==> config.mk <==
export PLATFORM = sky130hd
export DESIGN_NAME = fib_seq_ctrl
export DESIGN_NICKNAME = d
export VERILOG_FILES = /design/src/rtl/fib_seq_ctrl_pkg.sv /design/src/rtl/fib_pair_reg.sv /design/src/rtl/fib_seq_ctrl.sv
export SDC_FILE = /design/constraint.sdc
export NUM_CORES = 1
export LEC_CHECK = 0
export CAP_MARGIN = 20
export CORE_MARGIN = 1
export CORE_UTILIZATION = 45
export CTS_CLUSTER_SIZE = 8
export DETAILED_ROUTE_END_ITERATION = 12
export PLACE_DENSITY = 0.73
export SYNTH_ARGS = -nofsm -noshare
export SYNTH_HDL_FRONTEND = slang
export SYNTH_SLANG_ARGS = --single-unit
==> constraint.sdc <==
create_clock -name clk -period 2.1 [get_ports clk]
set_clock_uncertainty 0.05 [all_clocks]
set_input_delay 0.21 -clock clk [delete_from_list [all_inputs] [get_ports clk]]
set_output_delay 0.21 -clock clk [all_outputs]
set_load 0.01 [all_outputs]
==> src/rtl/fib_seq_ctrl_pkg.sv <==
// Shared definitions for the Fibonacci sequencing stage: FSM state encodings
// and default term width / seed values.
package fib_seq_ctrl_pkg;

  typedef enum logic [1:0] {
    IDLE = 2'd0,
    EMIT = 2'd1,
    DONE = 2'd2
  } state_t;

  localparam int DEF_WIDTH = 4;
  localparam int DEF_F0    = 0;
  localparam int DEF_F1    = 1;

endpackage

==> src/rtl/fib_pair_reg.sv <==
// Holds the (prev, curr) Fibonacci term pair plus a sticky carry flag that
// marks the point where the next term no longer fits in WIDTH bits.
module fib_pair_reg #(
  parameter int               WIDTH = 4,
  parameter logic [WIDTH-1:0] F0    = '0,
  parameter logic [WIDTH-1:0] F1    = WIDTH'(1)
) (
  input  logic             clk,
  input  logic             reset,
  input  logic             load,
  input  logic             advance,
  output logic [WIDTH-1:0] prev,
  output logic             flag
);

  logic [WIDTH-1:0] curr;
  logic [WIDTH:0]   sum;

  assign sum = {1'b0, prev} + {1'b0, curr};

  // Load has priority so a restart always reseeds, whatever advance is doing.
  always_ff @(posedge clk or negedge reset) begin
    if (!reset) begin
      prev <= '0;
      curr <= '0;
      flag <= 1'b0;
    end else if (load) begin
      prev <= F0;
      curr <= F1;
      flag <= 1'b0;
    end else if (advance) begin
      prev <= curr;
      curr <= sum[WIDTH-1:0];
      flag <= flag | sum[WIDTH];
    end
  end

endmodule

==> src/rtl/fib_seq_ctrl.sv <==
// Sequencing stage: emits one Fibonacci term per accepted beat on a
// valid/ready stream, stopping on a term limit or on arithmetic overflow.
module fib_seq_ctrl
  import fib_seq_ctrl_pkg::*;
#(
  parameter int               WIDTH     = DEF_WIDTH,
  parameter int               MAX_TERMS = 16,
  parameter int               IDX_W     = 5,
  parameter logic [WIDTH-1:0] F0        = WIDTH'(DEF_F0),
  parameter logic [WIDTH-1:0] F1        = WIDTH'(DEF_F1)
) (
  input  logic             clk,
  input  logic             reset,
  input  logic             start,
  input  logic             halt,
  input  logic             out_ready,
  output logic             out_valid,
  output logic [WIDTH-1:0] out_term,
  output logic [IDX_W-1:0] out_index,
  output logic             busy,
  output logic             done,
  output logic             ovf
);

  localparam logic [IDX_W-1:0] LAST_IDX = IDX_W'(MAX_TERMS - 1);

  state_t           state_q, state_d;
  logic [IDX_W-1:0] idx_q;
  logic             ovf_q;
  logic             load, advance, set_ovf;
  logic             beat;
  logic [WIDTH-1:0] prev;
  logic             flag;

  fib_pair_reg #(
    .WIDTH (WIDTH),
    .F0    (F0),
    .F1    (F1)
  ) u_pair (
    .clk     (clk),
    .reset   (reset),
    .load    (load),
    .advance (advance),
    .prev    (prev),
    .flag    (flag)
  );

  assign beat = (state_q == EMIT) && out_ready;

  always_ff @(posedge clk or negedge reset) begin
    if (!reset) begin
      state_q <= IDLE;
      idx_q   <= '0;
      ovf_q   <= 1'b0;
    end else begin
      state_q <= state_d;
      if (load) begin
        idx_q <= '0;
        ovf_q <= 1'b0;
      end else begin
        if (advance) idx_q <= idx_q + IDX_W'(1);
        if (set_ovf) ovf_q <= 1'b1;
      end
    end
  end

  // The pair only advances on a beat that keeps the run going, so prev and
  // idx keep showing the last emitted term once the run stops or is halted.
  always_comb begin
    state_d = state_q;
    load    = 1'b0;
    advance = 1'b0;
    set_ovf = 1'b0;
    case (state_q)
      IDLE, DONE: begin
        if (halt) begin
          state_d = IDLE;
        end else if (start) begin
          state_d = EMIT;
          load    = 1'b1;
        end
      end
      EMIT: begin
        if (halt) begin
          state_d = IDLE;
        end else if (beat) begin
          if (flag) begin
            state_d = DONE;
            set_ovf = 1'b1;
          end else if (idx_q == LAST_IDX) begin
            state_d = DONE;
          end else begin
            advance = 1'b1;
          end
        end
      end
      default: state_d = IDLE;
    endcase
  end

  assign out_valid = (state_q == EMIT);
  assign busy      = (state_q == EMIT);
  assign done      = (state_q == DONE);
  assign out_term  = prev;
  assign out_index = idx_q;
  assign ovf       = ovf_q;

endmodule

==> results by group, run 1 <==
Yosys
  • Synth top area share: 43.8%
  • Multiplexer area fraction after synthesis: 12.5%
  • Top FF cell, synth: dfrtp_1
  • Synth Area in Simple Gates: ~18%
  • Cell with the most instances after synthesis: dfrtp_1
  • Flop and latch count out of synthesis: 17
  • Post-synth top area cell: dfrtp_1
  • Synth area leaders: dfrtp_1, mux2i_1, ha_1
  • Cells after Synth: 89
  • Register area share after synthesis: around 44%
  • Synth Area in Compound Gates: roughly 8.2%
  • Post-Syn Area: roughly 970 um2
  • Avg Inst Size Synth: 10.9 um2
  • Largest family of logic cells by synthesized area: simple AND/OR/NAND/NOR gates
  • Post-Synthesis Net Count: 101
  • Adder-Cell Fraction of Synth Area: 9.78%
  • EDFF count, synth: 0
  • Post-synth cell types: 31
  • Synth Area in XOR/XNOR: 0.901%
  • FFs w/ async S/R, synth: between 90% and 100%
  • Synth cell count leaders: dfrtp_1, nand2_1, mux2i_1, inv_1, ha_1
  • YS warnings: 0

Critical path
  • Worst setup EP type: register
  • Worst Path Max Fanout: 12
  • Crit path required time: 2.24 ns
  • CP peak stage delay: around 0.43 ns
  • FF-to-FF End: u_pair.curr[0]
  • Critical-path cell list: ha_1, and3_1, ha_1, nor2_1, nand2_4, mux2_2
  • R2R setup slack: about 0.24 ns
  • Critical path class: register to register
  • Worst Reg-to-Reg Cells: 6
  • WP data arrival: 1.99 ns
  • Startpoint types: register
  • Worst path slowest cell: dfrtp_1
  • RR Startpoint: out_index[0]
  • Worst path bufs/invs: 0
  • Crit-path leading delay family: simple AND/OR/NAND/NOR gates
  • Crit path top cell by count: ha_1

Placed design
  • Routability cong.: 0.805
  • Placed Cells: 132
  • Hpwl dp: 1250 um
  • Number of port buffers: 17
  • Placed instance area: 1160 um2

Power and ir drop
  • Maximum VDD drop: between 0.4 and 0.5 mV
  • Total Power: around 0.76 mW
  • Pwr dens: 642 nW/um2
  • LEAKAGE: 0.601 nW

Timing
  • Slew HR: 74.9%
  • Setup TNS: 0 ns
  • Worst Tran Pin Value: about 0.38 ns
  • Final hold violation count: 0
  • Final setup violation count: 0
  • FMAX: around 0.54 GHz
  • Final Max Tran Viols: 0
  • Fin crit share: 88.5%
  • RSZ-0062 raised after global routing: false
  • Post-layout minimum cycle time: 1.86 ns

Floorplan
  • Cell row count: 16
  • Initial cell density of the core: 48.6%
  • Die Wd: 48.5 um
  • Die ar.: about 2400 um2
  • Die height: 48.5 um
  • Core footprint: 2000 um2
  • I/O pin count: 18

CTS
  • H-tree lvl count: 1
  • TritonCTS clock tree: yes
  • CTS buffer count: 3
  • Longest Clk Path Bufs: 2
  • Post-CTS Setup Inserts: 0
  • Clock-pin slew of the registers on the worst-case setup and hold paths: 0.10 ns
  • Clock sinks: 17
  • Post-CTS sizing: 0
  • Hold buffers post-CTS: 0
  • Root Buffer: clkbuf_4
  • Worst-Skew Late Latency: 0.29 ns

Finish
  • Cell Count, Final, Fillers Out: approximately 140
  • FILL cells: ~180
  • Area of the multi-input gates: 479 um2
  • Layout cells sized above 1: 12.8%
  • Layout Nets: between 100 and 150
  • Area Overhead vs Synth: 21.9%
  • Final Util: just under 60%
  • Post-route cell area: 1180 um2
  • Ant. Diodes: 0
  • FF/Latch Area: 425 um2

GRT
  • Vias in the first global route: between 700 and 800
  • Grt ovf: 0
  • Global Route Usage Sum: 16.9%
  • Largest net degree at the start of global routing: 18
  • First-pass GRT wire length: slightly above 3000 um
  • Antenna violations before repair: 0

Detailed routing
  • # DRC: 0
  • Final WL: 1710 um
  • Routed wire per std cell: 12.6 um
  • Via density: 5.06
  • Drt initial violations: 10
  • ANT nets after route: 0
  • First-pass DRT Iterations: 4
  • Via count: 688

Status
  • Status: finished, final reports clean

Flow run
  • Max Cap Viol: 0

Hold path
  • Worst hold-check path type: input port to asynchronous set/reset pin
[layout by cell type, fill, tap and decap left out, drive strengths merged]
master and count:
clkbuf 3, and2b 1, o21a 1, nand3b 2
clkinv 1, and2 1, o2bb2ai 1, ha 6
inv 7, nor2b 1, nand2b 1, and3 2
o21ba 1, or3b 1, nand2 15, o211ai 1
nor2 2, nand3 2, buf 3, mux2 1
a211oi 1, o21ai 3, and4b 1, mux2i 11
and4bb 1, a21oi 2, clkdlybuf4s50 17, a21o 1
xnor2 1, dfrtp 17, fa 1
[report_power, final]
part           internal, mW  switching [mW]
Combinational         0.100          0.0907
Clock                0.0707           0.106
Sequential            0.359          0.0339
[registers in the layout (all words and copies together), names as in the netlist]
register     flops
u_pair.curr      4
u_pair.flag      1
state_q          2
u_pair.prev      4
ovf              1
out_index        5
[how the worst max path moves through the flow]
stage	start	end	slack, ns	depth (start not counted)
after floorplan	out_index[0]	out_index[0]	0.31	7
after global placement	out_index[0]	u_pair.curr[0]	0.29	6
after detailed placement	out_index[0]	u_pair.curr[0]	0.24	6
after CTS	out_index[0]	u_pair.curr[0]	0.23	6
after global routing	out_index[0]	u_pair.curr[0]	0.10	6
final	out_index[0]	u_pair.curr[0]	0.24	6
[routing by layer]
layer	up-vias	track usage (%)	routed length, um
met5	-	0	0
met4	0	6.86	10
met3	2	3.14	47
met2	8	29.8	894
met1	332	20.2	757
li1	346	-	-
[per-stage QoR]
stage | worst slack [ns] | hold slack, ns
global route | 0.101 | 0.198
floorplan | 0.313 | -0.136
finish | 0.241 | 0.179
global placement | 0.293 | 0.422
CTS | 0.225 | 0.187
detailed placement | 0.237 | 0.451
[final cells by class]
type                    instances  area share [%]
multi-input cells              61            40.4
clock inverters                 1           0.422
flip-flops and latches         17            35.9
clock buffers                   3            1.90
repair buffers                 20            16.3
well taps                      27            2.85
inverters                       7            2.22
[cells by family (layout without fill, tap and decap cells)]
| group | Yosys count | in the layout |
|---|---|---|
| and+or+nand+nor | 30 | 30 |
| DFF | 17 | 17 |
| muxes | 12 | 12 |
| AOI/OAI and AO/OA | 11 | 11 |
| buffers and inverters | 11 | 31 |
| adders and majority gates | 7 | 7 |
| xor gates and xnor gates | 1 | 1 |
(Power assumes the default switching activity.)
==> inputs of run 2 (changes only) <==
CAP_MARGIN = 15   (was 20)
SETUP_SLACK_MARGIN = 0.5   (was unset)
==> run 2 against run 1 <==
  * Global-route usage increased by 2.3 points
  * Register-to-register slack improved by 0.17 ns
  * Non-clock buffer count increased by 13
  * Maximum frequency increased by 9.8%
  * Total power increased by 5.7%
  * Sequential cell count unchanged
  * Combinational power increased by 25%
  * Critical path type unchanged
  * Critical endpoint is now out_index[2]
==> results by group, run 2 (synthesis gave the netlist of run 1 again) <==
CTS
  • Clock sinks: 17 (unchanged)
  • Clock-pin slew of the registers on the worst-case setup and hold paths: 0.10 ns (about the same)
  • Root Buffer: clkbuf_4 (unchanged)
  • H-tree lvl count: 1 (unchanged)
  • Worst-Skew Late Latency: 0.28 ns (was 0.29 ns)
  • TritonCTS clock tree: yes (unchanged)
  • CTS buffer count: 3 (unchanged)
  • Longest Clk Path Bufs: 2 (unchanged)

Timing
  • Setup TNS: 0 ns (unchanged)
  • Worst Tran Pin Value: 0.324 ns (was 0.377 ns)
  • Post-layout minimum cycle time: 1.69 ns (was 1.86 ns)
  • Final hold violation count: 0 (unchanged)
  • RSZ-0062 raised after global routing: true (was false)
  • Slew HR: 78.2% (was 74.9%)
  • FMAX: 0.590 GHz (was 0.538 GHz)
  • Fin crit share: 80.7% (was 88.5%)
  • Final setup violation count: 0 (unchanged)
  • WHS: 0.186 ns (was 0.179 ns)
  • Final Max Tran Viols: 0 (unchanged)

Power and ir drop
  • Reg power frac: 48.7% (was 51.6%)
  • P_sw: 0.239 mW (was 0.231 mW)
  • Comb pwr share: 29.6% (was 25.1%)
  • LEAKAGE: 0.708 nW (was 0.601 nW)
  • Clock share of power: 21.7% (was 23.3%)
  • Switch share: 29.7% (was 30.4%)
  • Pwr dens: 596 nW/um2 (was 642 nW/um2)
  • Int Pwr: 0.565 mW (was 0.530 mW)
  • Total Power: 0.804 mW (was 0.761 mW)
  • Maximum VDD drop: 0.355 mV (was 0.409 mV)

Detailed routing
  • Via density: 5.28 (was 5.06)
  • Via count: 787 (was 688)
  • # DRC: 0 (unchanged)
  • M1 wire length: 969 um (was 757 um)
  • Routed wire per std cell: 13.6 um (was 12.6 um)
  • Final WL: 2020 um (was 1710 um)
  • Top sig layer: met4 (unchanged)
  • ANT nets after route: 0 (unchanged)
  • First-pass DRT Iterations: 4 (unchanged)
  • Drt initial violations: 21 (was 10)
  • Metal3 WL: 57 um (was 47 um)
  • Met2 wire length: 973 um (was 894 um)

Critical path
  • R2R setup slack: 0.41 ns (was 0.24 ns)
  • Crit-path leading delay family: simple AND/OR/NAND/NOR gates (unchanged)
  • WP data arrival: 1.81 ns (was 1.99 ns)
  • Worst setup EP type: register (unchanged)
  • Worst path bufs/invs: 1 (was 0)
  • Startpoint types: register (unchanged)
  • Worst path slowest cell: dfrtp_1 (unchanged)
  • CP peak stage delay: 0.42 ns (was 0.43 ns)
  • Critical-path cell list: ha_2, and3_4, ha_4, nor2_4, buf_4, nand3_1, mux2i_1 (was ha_1, and3_1, ha_1, nor2_1, nand2_4, mux2_2)
  • FF-to-FF End: out_index[2] (was u_pair.curr[0])
  • Worst Reg-to-Reg Cells: 7 (was 6)
  • Critical path class: register to register (unchanged)
  • RR Startpoint: out_index[0] (unchanged)
  • CP startpoint: out_index[0] (unchanged)
  • Worst Path Max Fanout: 4 (was 12)
  • Crit path required time: 2.22 ns (was 2.24 ns)

Hold path
  • Worst hold-check path type: input port to asynchronous set/reset pin (unchanged)

Finish
  • Area Overhead vs Synth: 38.7% (was 21.9%)
  • Max FFs per register: 5 (unchanged)
  • Post-route cell area: 1350 um2 (was 1180 um2)
  • Ant. Diodes: 0 (unchanged)
  • Layout Nets: 135 (was 122)
  • Layout cells sized above 1: 27.9% (was 12.8%)
  • Commonest non-fill, non-tap cell in the layout: dfrtp_1
  • Most frequent cells in the layout: dfrtp_1, nand2_1, buf_4 (was clkdlybuf4s50_1, dfrtp_1, nand2_1)

Floorplan
  • Die height: 48.5 um (unchanged)
  • Die Wd: 48.5 um (unchanged)
  • Cell row count: 16 (unchanged)
  • Die ar.: 2350 um2 (unchanged)
  • Core footprint: 2000 um2 (unchanged)
  • Initial cell density of the core: 48.6% (unchanged)
  • I/O pin count: 18 (unchanged)

GRT
  • Vias in the first global route: 776 (was 701)
  • Largest net degree at the start of global routing: 18 (unchanged)
  • Grt ovf: 0 (unchanged)
  • First-pass GRT wire length: 3540 um (was 3060 um)
  • Antenna violations before repair: 0 (unchanged)
  • Global Route Usage Sum: 19.2% (was 16.9%)

Placed design
  • Placed instance area: 1180 um2 (was 1160 um2)
  • Routability cong.: 0.754 (was 0.805)
  • Hpwl dp: 1330 um (was 1250 um)
  • Number of port buffers: 17 (unchanged)

Flow run
  • Max Cap Viol: 0 (unchanged)

Status
  • Status: finished, final reports clean (unchanged)
[run 2: worst max path at each step]
stage | endpoint | cells past startpoint
after global placement | u_pair.prev[0] | 5
after detailed placement | u_pair.curr[2] | 5
after floorplan | u_pair.curr[0] | 6
after CTS | u_pair.curr[0] | 6
after global routing | u_pair.curr[0] | 6
final | out_index[2] | 7
[run 2: repair_timing]
action	in CTS	in global routing
hold endpoints to repair	0	0
setup endpoints to repair	15	18
gates resized for setup	5	7
buffers inserted	5	9
pin swaps	1	2
hold buffers	0	0
cloned	0	0
[run 2: stage by stage]
| step | instances | utilization [%] | worst slack, ns |
|---|---|---|---|
| 3_5_place_dp | 131 | 58.8 | 0.328 |
| 5_1_grt | 149 | 67.4 | 0.353 |
| 3_3_place_gp | 131 | 58.8 | 0.355 |
| 6_report | 149 | 67.4 | 0.406 |
| 4_1_cts | 140 | 62.4 | 0.428 |
| 2_1_floorplan | 89 | - | 0.497 |
[run 2: worst reg2reg max path: cells and delay by family (launching register included)]
family                     cells  cell delay, ns
buffers and inverters          1            0.16
adders and majority gates      2            0.36
DFF                            1            0.42
muxes                          1            0.13
and+or+nand+nor                3            0.47
[run 2: power groups by stage]
stage | clock [mW] | sequential, mW | combinational (mW)
after floorplan | 0 | 0.401 | 0.111
after global placement | 0 | 0.395 | 0.187
after detailed placement | 0 | 0.399 | 0.194
after CTS | 0.179 | 0.391 | 0.215
after global routing | 0.194 | 0.399 | 0.271
final | 0.174 | 0.392 | 0.238
[run 2: final cells by class]
class	instances	area [um2]
repair buffers	33	312
well taps	27	33.8
flip-flops and latches	17	427
multi-input cells	61	524
fillers	157	653
clock buffers	4	26.3
inverters	7	26.3
[run 2: per-layer routing]
metal | vias up | global-route usage, %
met5 | - | 0
met4 | 0 | 5.39
met3 | 4 | 3.14
met2 | 17 | 31.9
met1 | 398 | 25.8
li1 | 368 | -
==> inputs of run 3 (changes only) <==
PLACE_DENSITY = 0.76   (was 0.73)
clock period = 1.5 ns   (was 2.1 ns; I/O delays follow)
==> run 3 against run 2 <==
  * The run now ends with negative setup slack left
  * Register-to-register slack got worse by 0.46 ns
  * Utilization rose by 3.4 points
  * Final area grew 5.1%
  * Global-route usage up 1.5 points
  * Sequential power rose by 38%
  * Worst hold slack got worse by 0.064 ns
  * Final cell count is 5.4% higher
  * Clock-buffer cell count stayed put
==> results by group, run 3 (synthesis gave the netlist of run 1 again) <==
GRT
  • Largest net degree at the start of global routing: 18 (unchanged)
  • Grt ovf: 0 (unchanged)
  • Vias in the first global route: 805 (was 776)
  • Global Route Usage Sum: 20.6% (was 19.2%)
  • Antenna violations before repair: 0 (unchanged)
  • First-pass GRT wire length: 3610 um (was 3540 um)

Timing
  • Final Max Tran Viols: 0 (unchanged)
  • Final setup violation count: 13 (was 0)
  • Fin crit share: 104% (was 80.7%)
  • Final WS setup: -0.0549 ns (was 0.406 ns)
  • Slew HR: 80.7% (was 78.2%)
  • Post-layout minimum cycle time: 1.55 ns (was 1.69 ns)
  • RSZ-0062 raised after global routing: true (unchanged)
  • Final hold violation count: 0 (unchanged)
  • Setup TNS: -0.426 ns (was 0 ns)
  • Worst Tran Pin Value: 0.288 ns (was 0.324 ns)
  • FMAX: 0.643 GHz (was 0.590 GHz)

CTS
  • Worst-Skew Late Latency: 0.29 ns (was 0.28 ns)
  • TritonCTS clock tree: yes (unchanged)
  • Longest Clk Path Bufs: 2 (unchanged)
  • Clock sinks: 17 (unchanged)
  • Root Buffer: clkbuf_4 (unchanged)
  • Clock-pin slew of the registers on the worst-case setup and hold paths: 0.10 ns (about the same)
  • H-tree lvl count: 1 (unchanged)
  • CTS buffer count: 3 (unchanged)

Floorplan
  • Die height: 48.5 um (unchanged)
  • Die Wd: 48.5 um (unchanged)
  • Cell row count: 16 (unchanged)
  • Die ar.: 2350 um2 (unchanged)
  • Initial cell density of the core: 48.6% (unchanged)
  • Core footprint: 2000 um2 (unchanged)
  • I/O pin count: 18 (unchanged)

Detailed routing
  • First-pass DRT Iterations: 4 (unchanged)
  • Final WL: 2010 um (was 2020 um)
  • ANT nets after route: 0 (unchanged)
  • Top sig layer: met4 (unchanged)
  • Metal3 WL: 32 um (was 57 um)
  • Met2 wire length: 1050 um (was 973 um)
  • Via count: 764 (was 787)
  • M1 wire length: 908 um (was 969 um)
  • # DRC: 0 (unchanged)
  • Routed wire per std cell: 12.8 um (was 13.6 um)
  • Drt initial violations: 5 (was 21)
  • Via density: 4.87 (was 5.28)

Critical path
  • Worst Path Max Fanout: 5 (was 4)
  • Crit path required time: 1.64 ns (was 2.22 ns)
  • WP data arrival: 1.69 ns (was 1.81 ns)
  • Worst setup EP type: register (unchanged)
  • Critical path class: register to register (unchanged)
  • Startpoint types: register (unchanged)

Power and ir drop
  • Pwr dens: 847 nW/um2 (was 596 nW/um2)
  • LEAKAGE: 0.747 nW (was 0.708 nW)
  • Comb pwr share: 33.8% (was 29.6%)
  • Switch share: 29.8% (was 29.7%)
  • Total Power: 1.20 mW (was 0.804 mW)
  • Int Pwr: 0.842 mW (was 0.565 mW)
  • Clock share of power: 21.1% (was 21.7%)
  • Maximum VDD drop: 0.675 mV (was 0.355 mV)
  • P_sw: 0.358 mW (was 0.239 mW)
  • Reg power frac: 45.1% (was 48.7%)

Finish
  • Layout cells sized above 1: 44.6% (was 27.9%)
  • Cell Count, Final, Fillers Out: 157 (was 149)
  • Layout Nets: 143 (was 135)
  • Commonest non-fill, non-tap cell in the layout: dfrtp_1 (unchanged)
  • Most frequent cells in the layout: dfrtp_1, buf_4, nand2_1 (was dfrtp_1, nand2_1, buf_4)
  • Max FFs per register: 5 (unchanged)
  • Ant. Diodes: 0 (unchanged)
  • Area Overhead vs Synth: 45.8% (was 38.7%)

Placed design
  • Routability cong.: 0.838 (was 0.754)
  • Hpwl dp: 1430 um (was 1330 um)
  • Placed Cells: 141 (was 131)
  • Number of port buffers: 17 (unchanged)

Flow run
  • Max Cap Viol: 0 (unchanged)

Hold path
  • Worst hold-check path type: input port to asynchronous set/reset pin (unchanged)

Status
  • Status: complete, but fails checks (was finished, final reports clean)
  • Failing checks: negative setup slack
==> run 3: changes by cell type in the layout (fill, tap and decap cells not counted), sizes merged <==
cell           delta
buf              +21
dlymetal6s2s      -2
clkdlybuf4s50     -8
dlygate4sd2       -3
==> run 3: cell type report <==
class | instances | area (um2)
Fill cell | 146 | 584
Tap cell | 27 | 33.8
Multi-Input combinational cell | 61 | 532
Inverter | 7 | 26.3
Timing Repair Buffer | 41 | 374
Sequential cell | 17 | 425
Clock buffer | 4 | 26.3
==> run 3: worst paths after layout <==
kind | end | slack [ns] | cells after the start | start
setup / recovery | u_pair.prev[2] | -0.05 | 7 | out_index[1]
setup reg to reg | u_pair.prev[2] | -0.05 | 7 | out_index[1]
max in group asynchronous | out_index[3] | 1.09 | 2 | reset
hold / removal | u_pair.curr[1] | 0.12 | 2 | reset
hold reg to reg | u_pair.curr[2] | 0.51 | 2 | u_pair.curr[2]
min in group clk | state_q[1] | 0.41 | 2 | halt
==> run 3: worst max-delay path, stage by stage (launching register included) <==
cell	delay [ns]
dfrtp_1	0.41
ha_2	0.20
and3_4	0.15
ha_4	0.16
nor2_4	0.12
nand2_4	0.09
buf_12	0.14
mux2i_2	0.14
==> run 3: stage by stage <==
step	area (um2)	utilization, %	hold WS, ns	setup slack [ns]
2_1_floorplan	1010	-	-0.196	-0.103
3_3_place_gp	1280	63.9	0.422	-0.0387
3_5_place_dp	1280	63.9	0.451	-0.0805
4_1_cts	1380	68.8	0.125	-0.0450
5_1_grt	1420	70.8	0.125	-0.114
6_report	1420	70.8	0.122	-0.0549
==> run 3: power groups by stage <==
stage | Clock [mW] | Combinational [mW] | Sequential [mW]
after floorplan | 0 | 0.156 | 0.562
after global routing | 0.283 | 0.450 | 0.549
after global placement | 0 | 0.319 | 0.547
after detailed placement | 0 | 0.330 | 0.550
final | 0.253 | 0.406 | 0.541
after CTS | 0.259 | 0.382 | 0.541
==> run 3: metal layers <==
layer  global-route usage (%)  vias to the layer above
met1                     25.5                      365
met4                     10.3                        0
li1                         -                      384
met3                     3.77                        4
met5                        0                        -
met2                     34.5                       11
==> run 3: timing repair <==
action / 4_1_cts / 5_1_grt
pin swaps: 8 / 2
buffers inserted: 10 / 2
hold buffers: 0 / 0
gates resized for setup: 67 / 5
endpoints found under the setup margin: 30 / 30
